`src/rtl/multimode_ring_counter_pkg.sv`:
```
// Shared types for the multimode ring/Johnson counter: counting mode and shift direction.
package multimode_ring_counter_pkg;

  typedef enum logic {
    MODE_RING    = 1'b0,
    MODE_JOHNSON = 1'b1
  } mode_t;

  typedef enum logic {
    DIR_UP   = 1'b0,
    DIR_DOWN = 1'b1
  } dir_t;

endpackage

```
`src/rtl/multimode_ring_counter_if.sv`:
```
// Control/status bundle for multimode_ring_counter; master drives controls, slave returns state.
interface multimode_ring_counter_if #(
  parameter int N = 4
);
  import multimode_ring_counter_pkg::*;

  logic         en;
  mode_t        mode;
  dir_t         dir;
  logic         load;
  logic [N-1:0] load_val;
  logic [N-1:0] q;
  logic         wrap;
  logic         illegal;

  modport master (
    output en, mode, dir, load, load_val,
    input  q, wrap, illegal
  );

  modport slave (
    input  en, mode, dir, load, load_val,
    output q, wrap, illegal
  );

endinterface

```
`src/rtl/multimode_ring_counter_check.sv`:
```
// Combinational legality check of a counter code against the selected mode.
module ring_code_check
  import multimode_ring_counter_pkg::*;
#(
  parameter int N = 4
) (
  input  logic [N-1:0] code,
  input  mode_t        mode,
  output logic         illegal
);

  logic [N-1:0] code_inv;
  logic         one_hot;
  logic         low_fill;
  logic         high_fill;

  assign code_inv = ~code;

  // x & (x+1) == 0 holds exactly for 0..0 followed by a run of ones from bit 0.
  assign one_hot   = (code != '0) && ((code & (code - N'(1))) == '0);
  assign low_fill  = ((code & (code + N'(1))) == '0);
  assign high_fill = ((code_inv & (code_inv + N'(1))) == '0);

  assign illegal = (mode == MODE_JOHNSON) ? !(low_fill || high_fill) : !one_hot;

endmodule

```
`src/rtl/multimode_ring_counter.sv`:
```
// Ring / Johnson counter with up/down stepping, parallel load and self-correction of illegal codes.
module multimode_ring_counter
  import multimode_ring_counter_pkg::*;
#(
  parameter int N = 4
) (
  input logic                    clk,
  input logic                    rst,
  multimode_ring_counter_if.slave bus
);

  logic [N-1:0] q_r;
  logic [N-1:0] q_next;
  logic [N-1:0] seed;
  logic [N-1:0] step;
  logic         wrap_r;
  logic         wrap_next;
  logic         illegal;

  if (N < 2) begin : g_n_check
    $error("multimode_ring_counter: N must be at least 2");
  end

  ring_code_check #(.N(N)) u_check (
    .code    (q_r),
    .mode    (bus.mode),
    .illegal (illegal)
  );

  always_comb begin
    seed = (bus.mode == MODE_JOHNSON) ? '0 : N'(1);
    step = q_r;
    if (bus.mode == MODE_RING) begin
      if (bus.dir == DIR_UP) step = {q_r[N-2:0], q_r[N-1]};
      else                   step = {q_r[0], q_r[N-1:1]};
    end else begin
      if (bus.dir == DIR_UP) step = {q_r[N-2:0], ~q_r[N-1]};
      else                   step = {~q_r[0], q_r[N-1:1]};
    end
  end

  // Load beats everything; an enabled edge on an illegal code snaps back to the seed silently.
  always_comb begin
    q_next    = q_r;
    wrap_next = 1'b0;
    if (bus.load) begin
      q_next = bus.load_val;
    end else if (bus.en && illegal) begin
      q_next = seed;
    end else if (bus.en) begin
      q_next    = step;
      wrap_next = (step == seed);
    end
  end

  always_ff @(posedge clk or negedge rst) begin
    if (!rst) begin
      q_r    <= N'(1);
      wrap_r <= 1'b0;
    end else begin
      q_r    <= q_next;
      wrap_r <= wrap_next;
    end
  end

  assign bus.q       = q_r;
  assign bus.wrap    = wrap_r;
  assign bus.illegal = illegal;

endmodule

```
`src/flat_wrapper.sv`:
```
// flat-port wrapper written by rule: the top's interface ports become plain ports
module multimode_ring_counter_flat import multimode_ring_counter_pkg::*;
#(
  parameter int N = 4
)
  (clk, rst, bus_en, bus_mode, bus_dir, bus_load, bus_load_val, bus_q, bus_wrap, bus_illegal);
  multimode_ring_counter_if #(.N(N)) bus_i ();
  input logic clk;
  input logic rst;
  input wire logic [$bits(bus_i.en)-1:0] bus_en;
  input wire logic [$bits(bus_i.mode)-1:0] bus_mode;
  input wire logic [$bits(bus_i.dir)-1:0] bus_dir;
  input wire logic [$bits(bus_i.load)-1:0] bus_load;
  input wire logic [$bits(bus_i.load_val)-1:0] bus_load_val;
  output wire logic [$bits(bus_i.q)-1:0] bus_q;
  output wire logic [$bits(bus_i.wrap)-1:0] bus_wrap;
  output wire logic [$bits(bus_i.illegal)-1:0] bus_illegal;
  assign bus_i.en = bus_en;
  assign bus_i.mode = bus_mode;
  assign bus_i.dir = bus_dir;
  assign bus_i.load = bus_load;
  assign bus_i.load_val = bus_load_val;
  assign bus_q = bus_i.q;
  assign bus_wrap = bus_i.wrap;
  assign bus_illegal = bus_i.illegal;
  multimode_ring_counter #(.N(N)) u_core (.clk(clk), .rst(rst), .bus(bus_i));
endmodule
```
`config.mk`:
```
export PLATFORM = sky130hd
export DESIGN_NAME = multimode_ring_counter_flat
export DESIGN_NICKNAME = d
export VERILOG_FILES = /design/src/rtl/multimode_ring_counter_pkg.sv /design/src/rtl/multimode_ring_counter_if.sv /design/src/rtl/multimode_ring_counter_check.sv /design/src/rtl/multimode_ring_counter.sv /design/src/flat_wrapper.sv
export SDC_FILE = /design/constraint.sdc
export NUM_CORES = 1
export LEC_CHECK = 0
export CELL_PAD_IN_SITES_DETAIL_PLACEMENT = 0
export CELL_PAD_IN_SITES_GLOBAL_PLACEMENT = 1
export CORE_MARGIN = 2
export CORE_UTILIZATION = 35
export CTS_CLUSTER_DIAMETER = 80
export CTS_CLUSTER_SIZE = 28
export DETAILED_ROUTE_END_ITERATION = 10
export GPL_TIMING_DRIVEN = 1
export PLACE_DENSITY_LB_ADDON = 0.1
export SKIP_CTS_REPAIR_TIMING = 1
export SLEW_MARGIN = 20
export SYNTH_ARGS = -nofsm -noshare
export SYNTH_HDL_FRONTEND = slang
export SYNTH_SLANG_ARGS = --single-unit
```
`constraint.sdc`:
```
create_clock -name clk -period 2.6 [get_ports clk]
set_clock_uncertainty 0.05 [all_clocks]
set_input_delay 0.78 -clock clk [delete_from_list [all_inputs] [get_ports clk]]
set_output_delay 0.78 -clock clk [all_outputs]
set_load 0.02 [all_outputs]
```
* Word-level counts from Yosys, hierarchy flattened
Cells that the tools add are included.
Word-level totals: register bits 5, bits of input ports 10, output and inout bits 6, logic and storage cells 33
Operators by class: add/sub/neg operators 3, equality and inequality tests 1, multiplexer cells 11, bitwise operators 6, reduce and logical (&&, ||, !) cells 10
Operators by type and width (count):
- $mux 4 | 6
- $and 4x4->4 | 3
- $logic_not 4->1 | 3
- $add 4x1->4 const B | 2
- $mux 1 | 5
- $eq 4x4->1 | 1
- $not 4->4 | 1
- $reduce_bool 4->1 | 1
- $sub 4x1->4 const B | 1
- $reduce_bool 3->1 | 1
- $logic_and 1x1->1 | 2
- $logic_not 1->1 | 2
- $not 1->1 | 2
- $logic_or 1x1->1 | 1

* Depth between registers and ports, before layout
Gate-level depths: netlist (run 1).
depth after elaboration 10, depth in mapped cells 6, gate-level depth less buffers 5

* Modules after synthesis
A second synthesis (run 1) with hierarchy kept.
Second synthesis, totals: cells, all modules 46, area total of the unflattened synthesis 411.6 um^2
Modules (own cells, without submodules):
- multimode_ring_counter | instances 1, cells each 37, area each 354.1 um^2, seq. area each 126.4 um^2
- ring_code_check | instances 1, cells each 9, area each 57.6 um^2, seq. area each 0.0 um^2

* Least setup slack after synthesis (run 1)
Ideal clock, no wire load.
kind input port to output port, start point in bus_mode, end point out bus_illegal, arrival 1529 ps, required time 1770 ps, setup slack 241 ps, stages 5, buffers on the path 1, cells stage by stage buf_6 > nor3b_2 > o21bai_1 > a32oi_2 > inv_1
Between the ends: word-level cells in the longest chain between the ends 1
RTL lines:
- start: declaration | line flat_wrapper.sv:11 | input wire logic [$bits(bus_i.mode)-1:0] bus_mode;
- $mux 1 | line multimode_ring_counter_check.sv:24 | assign illegal = (mode == MODE_JOHNSON) ? !(low_fill || high_fill) : !one_hot;
- end: declaration | line flat_wrapper.sv:17 | output wire logic [$bits(bus_i.illegal)-1:0] bus_illegal;
No other way between the ends.

* Worst setup path after layout (run 1)
Ends and elaborated chain as after synthesis.

==> impl_metrics.ini, run 1 <==
[clock_network]
cts_root_buf = clkbuf_4
clock_path_buffers = 2
cts_buffers = 3
cts.sinks = 5
tritoncts = built
clkLatencyLatePin_ns = 0.25
clkTransAtPathRegs_ns = 0.05
htreeDepth = 1

[synth]
synth-main-ff-cell = dfrtp_1
seq_area_frac_synth_pct = 23.3
synthesis.area_um2 = 543
yosysWarningCount = 0
ys_ff_latch = 5
async_reset_ff_share_pct = 100
synth.distinct_cells = 36
syn_area_per_cell_um2 = 8.10
synth_nets = 77
synth_enable_flop_cells = 0
synth_cells = 67

[floorplan]
die_area_um2 = 1880
initial_core_util_pct = 36.9
io_pins = 16
core_um2 = 1470
rows = 14
die_w_um = 43.4
die_height_um = 43.4

[global_routing]
grt_pass1_wl_um = 2160
grt_pass1_vias = 488
groute.usage.overall_pct = 15.3
grt_overflow_total = 0
grt_max_degree = 13
grt_antenna_before_repair = 0

[detailed_routing]
postRouteAntennaNets = 0
dr_total_vias = 551
dr.pass1.iters = 4
drc = 0
wirelength_um = 1290
drt_iter0_markers = 12
routed_via_density = 5.40
wl_per_cell_um = 12.6

[placement]
placedCellCount = 98
io_buffer_count = 15
gp_congestion = 0.781
pre_cts_ws_ns = -0.677
hpwl_um = 964

[cells_and_area]
num_antenna_cells = 0
finish.utilization_pct = 49.6
drive_above_1_share_pct = 23.3
instances_no_fill = 102
final_cell_mix = 13 x clkdlybuf4s50_1, 9 x a21oi_1, 8 x buf_4
syn_to_final_growth_pct = 34.3
final_common_cell = clkdlybuf4s50_1
nets = 97

[pwr]
fin_total_pwr_w = 0.000359
ir_drop_mv = 0.393
p_switching_w = 0.000129
clkPwrFrac_pct = 25.5
p_int_w = 0.000229
netSwitchingFraction_pct = 36.1
power_density_nw_per_um2 = 491
power_leakage_nw = 0.295
combPwrFrac_pct = 45.9
power_frac_seq_pct = 28.6

[sta]
rsz0062_at_grt = no
worst_pin_slew_ns = 0.368
hold_viol = 0
setup_ws_ns = 0.0915
fin_crit_ns = 2.51
setup_viol = 0
fmax_ghz = 0.399
slew_viol_final = 0
slew_headroom_pct = 75.4
min_period_over_period_pct = 96.5

[critical_path]
cp-start-kind = input port
cp_max_fo = 6
end_kind = primary output
r2r_slack_ns = 0.96
crit_required_ns = 1.77
critPathKind = in -> out
cp.arrival_ns = 1.68

[job]
drv_cap = 0

[run_status]
outcome = finished, final reports clean

[hold_path]
hold_path.class = in -> async
layout make-up:
type | instances | area [µm²]
tap | 16 | 20.0
clock buffer | 4 | 26.3
multi-input combinational | 49 | 338
sequential | 5 | 126
timing repair buffer | 23 | 200
fill | 152 | 742
inverter | 5 | 18.8
worst max-delay path, stage by stage:
cell	delay (ns)
clkbuf_2	0.13
nor3b_2	0.23
o21bai_1	0.11
a32oi_2	0.22
inv_1	0.06
clkbuf_2	0.15
flip-flops by register name, summed over array words and instances, names as in the netlist:
name,cells
u_core.bus.q,4
u_core.bus.wrap,1
stage by stage:
step	cell area (µm²)	hold WS [ns]	TNS, ns
after floorplan	543	0.434	0
final	729	0.701	0
after CTS	739	0.700	-0.689
after global placement	713	0.729	-0.706
after detailed placement	713	0.714	-0.677
after global routing	729	0.699	0
layer usage:
metal,wire [µm],vias to the layer above,global-route usage (%)
li1,-,279,-
met1,622,253,21.8
met2,578,19,22.4
met3,84,0,5.00
met4,0,0,3.64
met5,0,-,0
cells in the mapped netlist (2+ instances only):
| library cell | instances | area, µm² |
|---|---|---|
| o21ai_1 | 2 | 10.0 |
| nand2b_1 | 3 | 18.8 |
| nor2b_1 | 4 | 25.0 |
| a21oi_1 | 9 | 45.0 |
| a31oi_1 | 2 | 12.5 |
| nand2_1 | 2 | 7.51 |
| buf_6 | 3 | 33.8 |
| nor2_1 | 4 | 15.0 |
| dfrtp_1 | 4 | 100 |
| inv_1 | 4 | 15.0 |
| nor3b_1 | 2 | 15.0 |
| buf_2 | 2 | 10.0 |
| a311oi_1 | 3 | 26.3 |
power groups by stage:
stage	logic [W]	clock network, W	registers [W]
final	0.000164	0.0000915	0.000103
after global routing	0.000178	0.000106	0.000104
after CTS	0.000170	0.0000943	0.000103
after detailed placement	0.000169	0	0.000104
after global placement	0.000170	0	0.000104
after floorplan	0.000102	0	0.000108
kinds of logic (layout without fill, tap and decap cells):
| kind of cell | after synthesis | after routing | synth area share (%) |
|---|---|---|---|
| XOR/XNOR | 1 | 1 | 1.61 |
| flip-flops | 5 | 5 | 23.3 |
| multiplexers | 3 | 3 | 5.99 |
| AO/OA/AOI/OAI | 21 | 21 | 26.3 |
| buffers and inverters | 13 | 32 | 14.5 |
| AND/OR/NAND/NOR | 24 | 24 | 28.3 |
worst paths after layout:
check	startpoint	to	cells past startpoint
worst max-delay path	bus_mode	bus_illegal	6
worst min-delay path	rst	u_core.bus.q[3]	1
worst max register to register	u_core.bus.q[2]	u_core.bus.q[2]	6
worst min register to register	u_core.bus.q[1]	u_core.bus.q[0]	2
max in group asynchronous	rst	u_core.bus.q[0]	1
min in group clk	u_core.bus.q[1]	u_core.bus.q[0]	2
No activity file was read; power rests on OpenSTA's default activity.
==> inputs of run 2 (changes only) <==
==> constraint.sdc (replaced) <==
create_clock -name clk -period 2.6 [get_ports clk]
set_clock_uncertainty 0.05 [all_clocks]
set_input_delay 0.52 -clock clk [delete_from_list [all_inputs] [get_ports clk]]
set_output_delay 0.52 -clock clk [all_outputs]
set_load 0.02 [all_outputs]
==> run 2 against run 1 <==
Effect of this change: sequential cell count unchanged; cell area is 1.7% higher; routed wire length rose by 6.5%; combinational power rose by 4%; final cell count did not move; utilization increased by 0.85 points; critical path depth stayed put; via count up 2.7%; register-to-register slack lost 0.05 ns; clock power is 0.4% higher; setup slack improved by 0.061 ns; first-iteration DRC count down 50%.
==> impl_metrics.ini, run 2 (synthesized netlist as in run 1, its figures left out) <==
[pwr]
combPwrFrac_pct = 47.0
power_density_nw_per_um2 = 491
p_int_w = 0.000233
power_leakage_nw = 0.303
ir_drop_mv = 0.338
p_switching_w = 0.000131
netSwitchingFraction_pct = 36.0
clkPwrFrac_pct = 25.2
power_frac_seq_pct = 27.7

[global_routing]
grt_max_degree = 13
groute.usage.overall_pct = 16.7
grt_overflow_total = 0
grt_antenna_before_repair = 0
grt_pass1_wl_um = 2300
grt_pass1_vias = 505

[job]
drv_cap = 0

[detailed_routing]
drt_iter0_markers = 6
routed_via_density = 5.55
wirelength_um = 1370
postRouteAntennaNets = 0
dr.pass1.iters = 3
dr_total_vias = 566
wl_per_cell_um = 13.4
drc = 0

[hold_path]
hold_path.class = in -> async

[critical_path]
rr_startpoint = u_core.bus.q[2]
cp.arrival_ns = 1.88
critPathKind = in -> out
end_kind = primary output
cp_max_fo = 6
cp-start-kind = input port
crit_start = bus_mode
crit_required_ns = 2.03

[floorplan]
io_pins = 16
die_area_um2 = 1880
die_w_um = 43.4
initial_core_util_pct = 36.9
core_um2 = 1470
die_height_um = 43.4
rows = 14

[placement]
io_buffer_count = 15
hpwl_um = 1020
gp_congestion = 0.761
pre_cts_ws_ns = -0.188

[sta]
min_period_over_period_pct = 94.1
fin_crit_ns = 2.45
hold_viol = 0
setup_viol = 0
slew_headroom_pct = 76.6
setup_ws_ns = 0.152
fmax_ghz = 0.409
slew_viol_final = 0
rsz0062_at_grt = no
worst_pin_slew_ns = 0.349

[cells_and_area]
nets = 97
finish.utilization_pct = 50.4
syn_to_final_growth_pct = 36.6
num_antenna_cells = 0
largest_register_ff_count = 4
final_cell_mix = 14 x clkdlybuf4s50_1, 9 x a21oi_1, 8 x buf_4
final_common_cell = clkdlybuf4s50_1
fill_cells = 160
drive_above_1_share_pct = 20.9

[clock_network]
tritoncts = built
clkTransAtPathRegs_ns = 0.04
clkLatencyLatePin_ns = 0.25
htreeDepth = 1
cts.sinks = 5
cts_root_buf = clkbuf_4
clock_path_buffers = 2
cts_buffers = 3

[run_status]
outcome = finished, final reports clean
-- run 2: cell types whose count changed in the layout (fill, tap and decap cells not counted) --
cell             before  now
clkbuf_2              2    0
clkdlybuf4s50_1      13   14
dlymetal6s2s_1        0    1
-- run 2: path summary, 6_finish.rpt --
check	end	slack [ns]	cells after the start
worst max-delay path	bus_illegal	0.15	6
worst min-delay path	u_core.bus.wrap	0.45	1
worst max register to register	u_core.bus.q[2]	0.91	6
worst min register to register	u_core.bus.wrap	0.74	2
max in group asynchronous	u_core.bus.q[0]	1.80	1
min in group clk	u_core.bus.wrap	0.74	2
-- run 2: power by group through the flow --
stage,registers [W],logic [W],clock network [W]
finish,0.000101,0.000171,0.0000919
global route,0.000103,0.000185,0.000101
global placement,0.000102,0.000172,0
floorplan,0.000108,0.000102,0
detailed placement,0.000102,0.000172,0
CTS,0.000101,0.000173,0.0000965
-- run 2: metal layers --
| metal | up-vias | global-route usage (%) | wire [µm] | share of wire (%) |
|---|---|---|---|---|
| li1 | 282 | - | - | - |
| met1 | 268 | 21.9 | 646 | 47 |
| met2 | 12 | 24.5 | 648 | 47 |
| met3 | 4 | 5.00 | 44 | 3.2 |
| met4 | 0 | 9.09 | 29 | 2.1 |
| met5 | - | 0 | 0 | 0 |
-- run 2: area by class of cell --
type                       count  area [µm²]  area share [%]
sequential                     5         126            17.0
clock buffer                   4        26.3            3.54
timing repair buffer          23         213            28.7
multi-input combinational     49         338            45.5
tap                           16        20.0            2.70
inverter                       5        18.8            2.53
-- run 2: stage by stage --
stage | setup TNS [ns] | area (µm²) | hold WS (ns) | power, W | cells
after floorplan | 0 | 543 | 0.174 | 0.000210 | 67
after global placement | -0.176 | 713 | 0.706 | 0.000274 | 98
after detailed placement | -0.188 | 713 | 0.716 | 0.000274 | 98
after CTS | -0.204 | 739 | 0.449 | 0.000370 | 102
after global routing | 0 | 742 | 0.461 | 0.000389 | 102
final | 0 | 742 | 0.447 | 0.000364 | 102
-- run 2: critical path, cell delays in order --
cell and delay [ns]:
clkdlybuf4s50_1 0.52, nor3b_2 0.25, o21bai_1 0.12, a32oi_2 0.21, inv_1 0.06, dlymetal6s2s_1 0.20
